## src/rtl/power_pkg.sv

```systemverilog
`default_nettype none
// ============================================================================
// Module      : power_pkg
// Description : Shared state encodings and default thresholds used by the
//               workload predictor and the power controller display logic.
// Revision    : 1.0 - initial release
// ============================================================================
package power_pkg;

    // Hysteresis FSM state encodings
    typedef enum logic [1:0] {
        ST_OFF  = 2'd0,
        ST_ON   = 2'd1,
        ST_HOLD = 2'd2
    } wp_state_t;

    // Default measurement and threshold settings
    localparam int DEF_WINDOW       = 16;
    localparam int DEF_CNT_W        = 8;
    localparam int DEF_EWMA_SHIFT   = 2;
    localparam int DEF_ON_THRESH    = 8;
    localparam int DEF_OFF_THRESH   = 3;
    localparam int DEF_HOLD_WINDOWS = 2;
    localparam int DEF_BACKLOG_W    = 6;
    localparam int DEF_BACKLOG_HI   = 16;

endpackage : power_pkg
`default_nettype wire

```

## src/rtl/workload_predictor_if.sv

```systemverilog
`default_nettype none
// ============================================================================
// Module      : workload_predictor_if
// Description : Task activity inputs and prediction outputs of the workload
//               predictor. The slave side is the predictor itself.
// Revision    : 1.0 - initial release
// ============================================================================
interface workload_predictor_if #(
    parameter int CNT_W     = 8,
    parameter int BACKLOG_W = 6
);
    logic                 task_arrive;
    logic                 task_done;
    logic                 force_on;
    logic                 predict;
    logic [CNT_W-1:0]     rate_avg;
    logic [BACKLOG_W-1:0] backlog;
    logic                 window_tick;
    logic [1:0]           state_o;

    // Activity source / prediction consumer
    modport master (
        output task_arrive, task_done, force_on,
        input  predict, rate_avg, backlog, window_tick, state_o
    );

    // Predictor
    modport slave (
        input  task_arrive, task_done, force_on,
        output predict, rate_avg, backlog, window_tick, state_o
    );
endinterface : workload_predictor_if
`default_nettype wire

```

## src/rtl/ewma_filter.sv

```systemverilog
`default_nettype none
// ============================================================================
// Module      : ewma_filter
// Description : Exponentially weighted moving average of per-window samples.
//               acc' = acc - (acc >> SHIFT) + sample, rate = acc >> SHIFT.
//               Also emits a one-cycle strobe after each update.
// Revision    : 1.0 - initial release
// ============================================================================
module ewma_filter #(
    parameter int CNT_W      = 8,
    parameter int EWMA_SHIFT = 2
) (
    input  wire logic             clk,
    input  wire logic             reset_n,
    input  wire logic             update_i,
    input  wire logic [CNT_W-1:0] sample_i,
    output logic      [CNT_W-1:0] rate_avg_o,
    output logic      [CNT_W-1:0] rate_next_o,
    output logic                  tick_o
);
    localparam int ACC_W = CNT_W + EWMA_SHIFT;

    logic [ACC_W-1:0] acc_q;
    logic [ACC_W-1:0] acc_d;
    logic             tick_q;

    // Candidate accumulator value; only committed on an update strobe
    always_comb begin
        acc_d = acc_q - (acc_q >> EWMA_SHIFT) + ACC_W'(sample_i);
    end

    // Accumulator and update strobe registers
    always_ff @(posedge clk or negedge reset_n) begin
        if (!reset_n) begin
            acc_q  <= '0;
            tick_q <= 1'b0;
        end else begin
            tick_q <= update_i;
            if (update_i) begin
                acc_q <= acc_d;
            end
        end
    end

    assign rate_avg_o  = CNT_W'(acc_q >> EWMA_SHIFT);
    assign rate_next_o = CNT_W'(acc_d >> EWMA_SHIFT);
    assign tick_o      = tick_q;

endmodule : ewma_filter
`default_nettype wire

```

## src/rtl/workload_predictor.sv

```systemverilog
`default_nettype none
// ============================================================================
// Module      : workload_predictor
// Description : Counts task arrivals per window, averages the rate, tracks the
//               backlog and drives a hysteresis FSM whose registered predict
//               output gates the power controller's worker clocks.
// Revision    : 1.0 - initial release
// ============================================================================
module workload_predictor
    import power_pkg::*;
#(
    parameter int WINDOW       = DEF_WINDOW,
    parameter int CNT_W        = DEF_CNT_W,
    parameter int EWMA_SHIFT   = DEF_EWMA_SHIFT,
    parameter int ON_THRESH    = DEF_ON_THRESH,
    parameter int OFF_THRESH   = DEF_OFF_THRESH,
    parameter int HOLD_WINDOWS = DEF_HOLD_WINDOWS,
    parameter int BACKLOG_W    = DEF_BACKLOG_W,
    parameter int BACKLOG_HI   = DEF_BACKLOG_HI
) (
    input  wire logic             clk,
    input  wire logic             reset_n,
    workload_predictor_if.slave   bus
);
    localparam int HOLD_W = (HOLD_WINDOWS < 2) ? 1 : $clog2(HOLD_WINDOWS + 1);

    localparam logic [CNT_W-1:0]     WIN_LAST  = CNT_W'(WINDOW - 1);
    localparam logic [CNT_W-1:0]     ON_T      = CNT_W'(ON_THRESH);
    localparam logic [CNT_W-1:0]     OFF_T     = CNT_W'(OFF_THRESH);
    localparam logic [BACKLOG_W-1:0] BL_HI     = BACKLOG_W'(BACKLOG_HI);
    localparam logic [BACKLOG_W-1:0] BL_MAX    = {BACKLOG_W{1'b1}};
    localparam logic [HOLD_W-1:0]    HOLD_LOAD = HOLD_W'(HOLD_WINDOWS);
    localparam logic [HOLD_W-1:0]    HOLD_ONE  = HOLD_W'(1);

    logic [CNT_W-1:0]     win_cnt_q, win_cnt_d;
    logic [CNT_W-1:0]     arr_cnt_q, arr_cnt_d;
    logic [BACKLOG_W-1:0] backlog_q, backlog_d;
    logic [HOLD_W-1:0]    hold_cnt_q, hold_cnt_d;
    wp_state_t            state_q, state_d;
    logic                 predict_q;

    logic                 win_end;
    logic [CNT_W-1:0]     sample;
    logic [CNT_W-1:0]     rate_avg;
    logic [CNT_W-1:0]     rate_next;
    logic                 tick;
    logic                 override;

    assign win_end  = (win_cnt_q == WIN_LAST);
    // The arrival in the window-end cycle still belongs to the closing window
    assign sample   = arr_cnt_q + CNT_W'(bus.task_arrive);
    assign override = bus.force_on || (backlog_q >= BL_HI);

    // Window position and per-window arrival count
    always_comb begin
        win_cnt_d = win_end ? '0 : win_cnt_q + 1'b1;
        arr_cnt_d = win_end ? '0 : sample;
    end

    // Backlog: saturate up, ignore completions when empty
    always_comb begin
        backlog_d = backlog_q;
        case ({bus.task_arrive, bus.task_done})
            2'b10:   if (backlog_q != BL_MAX) backlog_d = backlog_q + 1'b1;
            2'b01:   if (backlog_q != '0)     backlog_d = backlog_q - 1'b1;
            default: backlog_d = backlog_q;
        endcase
    end

    // Counter registers
    always_ff @(posedge clk or negedge reset_n) begin
        if (!reset_n) begin
            win_cnt_q <= '0;
            arr_cnt_q <= '0;
            backlog_q <= '0;
        end else begin
            win_cnt_q <= win_cnt_d;
            arr_cnt_q <= arr_cnt_d;
            backlog_q <= backlog_d;
        end
    end

    ewma_filter #(
        .CNT_W      (CNT_W),
        .EWMA_SHIFT (EWMA_SHIFT)
    ) u_ewma (
        .clk         (clk),
        .reset_n     (reset_n),
        .update_i    (win_end),
        .sample_i    (sample),
        .rate_avg_o  (rate_avg),
        .rate_next_o (rate_next),
        .tick_o      (tick)
    );

    // Hysteresis next-state: overrides act every cycle, rate rules only at window end
    always_comb begin
        state_d    = state_q;
        hold_cnt_d = hold_cnt_q;
        if (override) begin
            state_d = ST_ON;
        end else if (win_end) begin
            case (state_q)
                ST_OFF: begin
                    if (rate_next >= ON_T) state_d = ST_ON;
                end
                ST_ON: begin
                    if (rate_next <= OFF_T) begin
                        state_d    = ST_HOLD;
                        hold_cnt_d = HOLD_LOAD;
                    end
                end
                ST_HOLD: begin
                    if (rate_next > OFF_T) begin
                        state_d = ST_ON;
                    end else if (hold_cnt_q == HOLD_ONE) begin
                        state_d = ST_OFF;
                    end else begin
                        hold_cnt_d = hold_cnt_q - 1'b1;
                    end
                end
                default: state_d = ST_OFF;
            endcase
        end
    end

    // FSM state, hold counter and registered predict output
    always_ff @(posedge clk or negedge reset_n) begin
        if (!reset_n) begin
            state_q    <= ST_OFF;
            hold_cnt_q <= '0;
            predict_q  <= 1'b0;
        end else begin
            state_q    <= state_d;
            hold_cnt_q <= hold_cnt_d;
            predict_q  <= (state_d == ST_ON) || (state_d == ST_HOLD);
        end
    end

    assign bus.predict     = predict_q;
    assign bus.rate_avg    = rate_avg;
    assign bus.backlog     = backlog_q;
    assign bus.window_tick = tick;
    assign bus.state_o     = state_q;

endmodule : workload_predictor
`default_nettype wire

```

## src/flat_wrapper.sv

```systemverilog
// flat-port wrapper written by rule: the top's interface ports become plain ports
module workload_predictor_flat import power_pkg::*;
#(
    parameter int WINDOW       = DEF_WINDOW,
    parameter int CNT_W        = DEF_CNT_W,
    parameter int EWMA_SHIFT   = DEF_EWMA_SHIFT,
    parameter int ON_THRESH    = DEF_ON_THRESH,
    parameter int OFF_THRESH   = DEF_OFF_THRESH,
    parameter int HOLD_WINDOWS = DEF_HOLD_WINDOWS,
    parameter int BACKLOG_W    = DEF_BACKLOG_W,
    parameter int BACKLOG_HI   = DEF_BACKLOG_HI
)
  (clk, reset_n, bus_task_arrive, bus_task_done, bus_force_on, bus_predict, bus_rate_avg, bus_backlog, bus_window_tick, bus_state_o);
  workload_predictor_if #(.CNT_W(CNT_W), .BACKLOG_W(BACKLOG_W)) bus_i ();
  input  wire logic clk;
  input  wire logic reset_n;
  input wire logic [$bits(bus_i.task_arrive)-1:0] bus_task_arrive;
  input wire logic [$bits(bus_i.task_done)-1:0] bus_task_done;
  input wire logic [$bits(bus_i.force_on)-1:0] bus_force_on;
  output wire logic [$bits(bus_i.predict)-1:0] bus_predict;
  output wire logic [$bits(bus_i.rate_avg)-1:0] bus_rate_avg;
  output wire logic [$bits(bus_i.backlog)-1:0] bus_backlog;
  output wire logic [$bits(bus_i.window_tick)-1:0] bus_window_tick;
  output wire logic [$bits(bus_i.state_o)-1:0] bus_state_o;
  assign bus_i.task_arrive = bus_task_arrive;
  assign bus_i.task_done = bus_task_done;
  assign bus_i.force_on = bus_force_on;
  assign bus_predict = bus_i.predict;
  assign bus_rate_avg = bus_i.rate_avg;
  assign bus_backlog = bus_i.backlog;
  assign bus_window_tick = bus_i.window_tick;
  assign bus_state_o = bus_i.state_o;
  workload_predictor #(.WINDOW(WINDOW), .CNT_W(CNT_W), .EWMA_SHIFT(EWMA_SHIFT), .ON_THRESH(ON_THRESH), .OFF_THRESH(OFF_THRESH), .HOLD_WINDOWS(HOLD_WINDOWS), .BACKLOG_W(BACKLOG_W), .BACKLOG_HI(BACKLOG_HI)) u_core (.clk(clk), .reset_n(reset_n), .bus(bus_i));
endmodule
```

## config.mk

```make
export PLATFORM = sky130hd
export DESIGN_NAME = workload_predictor_flat
export DESIGN_NICKNAME = d
export VERILOG_FILES = /design/src/rtl/power_pkg.sv /design/src/rtl/workload_predictor_if.sv /design/src/rtl/ewma_filter.sv /design/src/rtl/workload_predictor.sv /design/src/flat_wrapper.sv
export SDC_FILE = /design/constraint.sdc
export NUM_CORES = 1
export LEC_CHECK = 0
export BUFFER_PORTS_ARGS = -buffer_cell sky130_fd_sc_hd__buf_4
export CAP_MARGIN = 10
export CORE_MARGIN = 1.5
export CORE_UTILIZATION = 35
export DETAILED_ROUTE_END_ITERATION = 10
export SYNTH_ARGS = -nofsm -noshare
export SYNTH_HDL_FRONTEND = slang
export SYNTH_SLANG_ARGS = --single-unit
```

## constraint.sdc

```tcl
create_clock -name clk -period 5.4 [get_ports clk]
set_input_delay 0.27 -clock clk [delete_from_list [all_inputs] [get_ports clk]]
set_output_delay 0.27 -clock clk [all_outputs]
set_load 0.05 [all_outputs]
```

After elaboration in Yosys (flattened, before gate mapping). Cells that the tools add are included.

Register bits: 38. Bits of input ports: 5. Output and inout port bits: 18. Word-level logic and storage cells: 58.

Add/subtract/negate cells: 7. Order comparisons: 4. Eq/ne operators: 14. Mux-type cells: 16. Bitwise operators: 1. Reduce and logical (&&, ||, !) cells: 8.

Operator list (count): 2-bit two-way mux (9); 8-bit two-way mux (2); 6-bit two-way mux (2); 6-bit case mux with 2 select lines (1); 10-bit by 8-bit adder with 10-bit output (1); 10-bit by 8-bit subtractor with 10-bit output (1); 8-bit by 1-bit adder with 8-bit output (1); 8-bit by 1-bit adder with 8-bit output, second input constant (1); 2-bit by 1-bit equality test with 1-bit output, second input constant (4); 8-bit by 4-bit equality test with 1-bit output, second input constant (1); 8-bit by 4-bit >= comparator with 1-bit output, second input constant (1); 8-bit by 2-bit greater-than comparator with 1-bit output, second input constant (1); 8-bit by 2-bit less-or-equal comparator with 1-bit output, second input constant (1); 6-bit by 1-bit adder with 6-bit output, second input constant (1); 2-bit equality test, second input constant (3); 6-bit by 5-bit >= comparator with 1-bit output, second input constant (1); 2-bit by 1-bit inequality test with 1-bit output, second input constant (3); 6-bit inequality test, second input constant (1); 2-bit case mux with 3 select lines (1); 6-bit AND reduction (1); 6-bit nonzero test (1); 6-bit by 1-bit subtractor with 6-bit output, second input constant (1); 2-bit inequality test, second input constant (2); 2-bit case mux with 2 select lines (1); 6 further kinds (8).

Depth between registers and ports, before layout.
Depth after elaboration: 9. Depth in mapped cells: 15. Mapped depth without buffers: 14.

Hierarchy. From an unflattened synthesis, not the netlist that was laid out.

Cells, all modules: 301. Area, all modules: 2831.5 µm².

By module, submodules not included: workload_predictor (times used 1, cells an instance 151, area each 1596.5 µm², sequential area each 675.6 µm²); ewma_filter (times used 1, cells an instance 150, area each 1234.9 µm², sequential area each 275.3 µm²).

Least setup slack after synthesis. Ideal clock, no wire load.

Path kind: reg-to-reg. Start point: register u_core.arr_cnt_q[0]. End point: register u_core.hold_cnt_q[1]. Library setup time: 0.077 ns. Arrival time: 3.357 ns. Required time: 5.323 ns. Setup slack: 1.966 ns. Cell stages (with the launch flop): 16. Buffers on the path: 1. Period minus slack after synthesis: 3.434 ns. Cells stage by stage: dfrtp_1 > ha_1 > ha_1 > nand3_1 > nor2_1 > xor2_1 > fa_1 > ha_1 > buf_2 > and4_1 > and2_1 > a211oi_2 > xnor3_1 > nand4_1 > or3_1 > a21oi_1.

Cells in the longest elaborated chain, start to end: 5. Elaborated cells on any way between the ends: 7. Classes of those cells: 2 x add/sub; 2 x order compare; 2 x eq/ne; 1 x reduce/logical.

Ends and longest elaborated chain: start: declaration (line workload_predictor.sv:36) `logic [CNT_W-1:0] arr_cnt_q, arr_cnt_d;`; start signal: assignment (line workload_predictor.sv:78) `arr_cnt_q <= arr_cnt_d;`; 8-bit by 1-bit adder with 8-bit output (*) (line workload_predictor.sv:51) `assign sample = arr_cnt_q + CNT_W'(bus.task_arrive);`; 10-bit by 8-bit adder with 10-bit output (*) (line ewma_filter.sv:29) `acc_d = acc_q - (acc_q >> EWMA_SHIFT) + ACC_W'(sample_i);`; 8-bit by 2-bit greater-than comparator with 1-bit output / 8-bit by 2-bit less-or-equal comparator with 1-bit output (equally long branches) (line workload_predictor.sv:114, workload_predictor.sv:108); 2-bit inequality test (no line) / 2-bit by 1-bit inequality test with 1-bit output (equally long branches); 6-bit AND reduction (no line) (*); end signal: assignment (line workload_predictor.sv:135) `hold_cnt_q <= hold_cnt_d;`; end: declaration (line workload_predictor.sv:38) `logic [HOLD_W-1:0] hold_cnt_q, hold_cnt_d;`.

Mark *: on every way between the ends. The rest lies on a longest branch, timed or not. A chain may end at the register's enable or synchronous reset.

Worst setup path after layout. Ends and elaborated chain as after synthesis.

==> metrics.md <==
| Metric | Value |
|---|---|
| Clk Tree Root Cell | `clkbuf_8` |
| Hold Crit Endpoint | `u_core.arr_cnt_q[0]` |
| EDFF count, synth | `0` |
| Worst-Margin Slew | `0.677 ns` |
| H-tree levels | `2` |
| Initial core utilization | `36.7%` |
| FP Rows | `31` |
| Final Setup Violations | `0` |
| WHS Path Cells | `4` |
| Grt ovf | `0` |
| CTS Buf Count | `5` |
| Worst flop-to-flop path endpoint | `u_core.hold_cnt_q[1]` |
| Die ar. | `0.00825 mm²` |
| Clock transition at path regs | `0.08 ns` |
| Max-slew headroom | `54.5%` |
| Post-synth top cells | `dfrtp_1, inv_1, nand2_1` |
| Critical Path AT | `3.94 ns` |
| Later-pin clock latency in the skew report | `0.29 ns` |
| Mapped cell area | `0.00270 mm²` |
| Worst setup path start | `u_core.arr_cnt_q[0]` |
| Die W | `90.9 µm` |
| Core area | `0.00737 mm²` |
| Maxcap violations | `0` |
| Ys async rst share | `100%` |
| DRT Pass-1 Iters | `4` |
| TNS Setup | `0 ns` |
| Hold Vio Cnt, Final | `0` |
| Cell count after synthesis | `290` |
| Layout Area Growth over Synthesis | `11.9%` |
| Warnings from Yosys | `0` |
| Net count after synthesis | `328` |
| Top post-synthesis cells by area | `dfrtp_1, ha_1, fa_1` |
| HP Class | `input port to flip-flop` |
| Setup CP Type | `flip-flop to flip-flop` |
| Yosys top cell area share | `35.2%` |
| Outcome | `finished, final reports clean` |
| Synth Flop Type | `dfrtp_1` |
| Seq cells post-synth | `38` |
| Crit. End Element | `flip-flop` |
| Critical R2R Launch | `u_core.arr_cnt_q[0]` |
| Most numerous cell in the Yosys netlist | `dfrtp_1` |
| Nets | `344` |
| DR vias/cell | `4.82` |
| Clk_skew | `0.00236 ns` |
| Initial DRC Count | `92` |
| Worst reg2reg setup slack | `1.68 ns` |
| Routed WL | `5140 µm` |
| HPWL Detailed | `3850 µm` |
| Seq/Total Area, Yosys | `35.2%` |
| Syn avg cell area | `9.31 µm²` |
| Post-route antenna net violation count | `0` |
| CP max FO | `8` |
| Fin crit share | `68.9%` |
| Die Y | `90.9 µm` |
| Antenna violations before repair | `0` |
| GPL Wtd Cong | `0.805` |
| Vias in the first global route | `1966` |
| Global-route wire length before repair | `9140 µm` |
| Fmax | `0.269 GHz` |
| # diodes | `0` |
| Drt wl/cell | `12.7 µm` |
| Total GRT Usage | `13.6%` |
| Final Max Slew Viols | `0` |
| Port Buf Inserts | `22` |
| Fill cell count | `741` |
| Clock Tree Buf Depth | `2` |
| Worst Path Required | `5.62 ns` |
| R2r worst-path depth | `14` |
| Area leader, netlist | `dfrtp_1` |
| Min Tclk post-route | `3.72 ns` |
| Distinct cell type count after synthesis | `47` |
| DRC viols | `0` |
| Startpoint Class | `flip-flop` |
| Vias | `1958` |
| Post-CTS sizing | `0` |
| Num Clock Sinks | `38` |
| RSZ-0062 raised after global routing | `no` |
| IO Count | `23` |
| Largest net degree at the start of global routing | `39` |
| Hold_sp | `bus_task_arrive` |
| Layout cell share with drive strength beyond 1 | `11.1%` |
| CTS tree | `built` |
==> per-stage QoR <==
step | area (µm²) | cells | worst slack [ns] | hold WS, ns | util, %
6_report | 3020 | 406 | 1.68 | 0.374 | 41.0
5_1_grt | 3020 | 406 | 1.35 | 0.414 | 41.0
4_1_cts | 3020 | 406 | 1.64 | 0.377 | 41.0
3_5_place_dp | 2900 | 397 | 1.62 | 0.281 | 39.4
3_3_place_gp | 2900 | 397 | 1.70 | 0.274 | 39.4
2_1_floorplan | 2700 | 290 | 1.97 | -0.0256 | -
==> cells in the final DEF (no fill, tap or decap), drive strengths merged, types with 2 or more instances in the layout <==
cell / n
or3: 4
nand3: 11
nor4: 2
xor2: 18
nor2: 20
a21oi: 13
a211oi: 3
nand2: 25
fa: 9
and2: 7
nand2b: 3
clkbuf: 6
buf: 22
xnor2: 10
inv: 30
nor3: 6
ha: 24
dfrtp: 38
o21ai: 22
a21o: 6
o21bai: 2
o21a: 3
nor2b: 2
==> kinds of logic after synthesis <==
group | share of synthesized area (%)
buf+inv | 7.69
simple gates | 15.2
mux | 0.371
fa+ha+maj | 17.8
xor+xnor | 9.91
compound gates | 13.8
flops | 35.2
==> worst max path at each step <==
stage,end,slack [ns],cells past startpoint
after floorplan,u_core.hold_cnt_q[1],1.97,15
after global placement,u_core.hold_cnt_q[1],1.70,15
after detailed placement,u_core.hold_cnt_q[1],1.62,15
after CTS,u_core.hold_cnt_q[1],1.64,14
after global routing,u_core.hold_cnt_q[1],1.35,14
final,u_core.hold_cnt_q[1],1.68,14
==> critical path: stages, from the launching register on <==
cell      delay (ns)
dfrtp_1         0.33
ha_1            0.19
and3_1          0.17
nand3_1         0.12
nor2_1          0.16
xor2_1          0.22
fa_1            0.45
ha_1            0.42
and4_1          0.24
and2_1          0.16
a211oi_2        0.28
xnor3_1         0.23
nand4_1         0.17
or3_1           0.36
a21oi_1         0.15
==> layer usage <==
metal	GRT usage [%]	share of wire (%)
met5	0	0
met4	2.34	0.60
met1	18.8	51
met3	3.11	3.5
met2	22.1	45
==> state kept, by name (all words and copies together) (netlist names) <==
signal,flops
u_core.bus.state_o,2
u_core.u_ewma.acc_q,10
u_core.arr_cnt_q,8
u_core.u_ewma.tick_o,1
u_core.bus.backlog,6
u_core.win_cnt_q,8
u_core.bus.predict,1
u_core.hold_cnt_q,2
==> area by class of cell <==
| cell class | count | area, µm² | share of cell area (%) |
|---|---|---|---|
| clock buffer | 6 | 72.6 | 2.40 |
| clock inverter | 2 | 37.5 | 1.24 |
| timing repair buffer | 23 | 175 | 5.79 |
| tap | 99 | 124 | 4.10 |
| sequential | 38 | 951 | 31.4 |
| inverter | 31 | 121 | 4.01 |
| multi-input combinational | 207 | 1540 | 51.0 |
==> timing repair <==
item	4_1_cts	5_1_grt
setup buffers	0	0
hold endpoints to repair	38	0
hold buffers	1	0
Power is left out: the tool's default activity adds up to more than one toggle a clock period on the data nets, which glitch-free logic cannot reach.
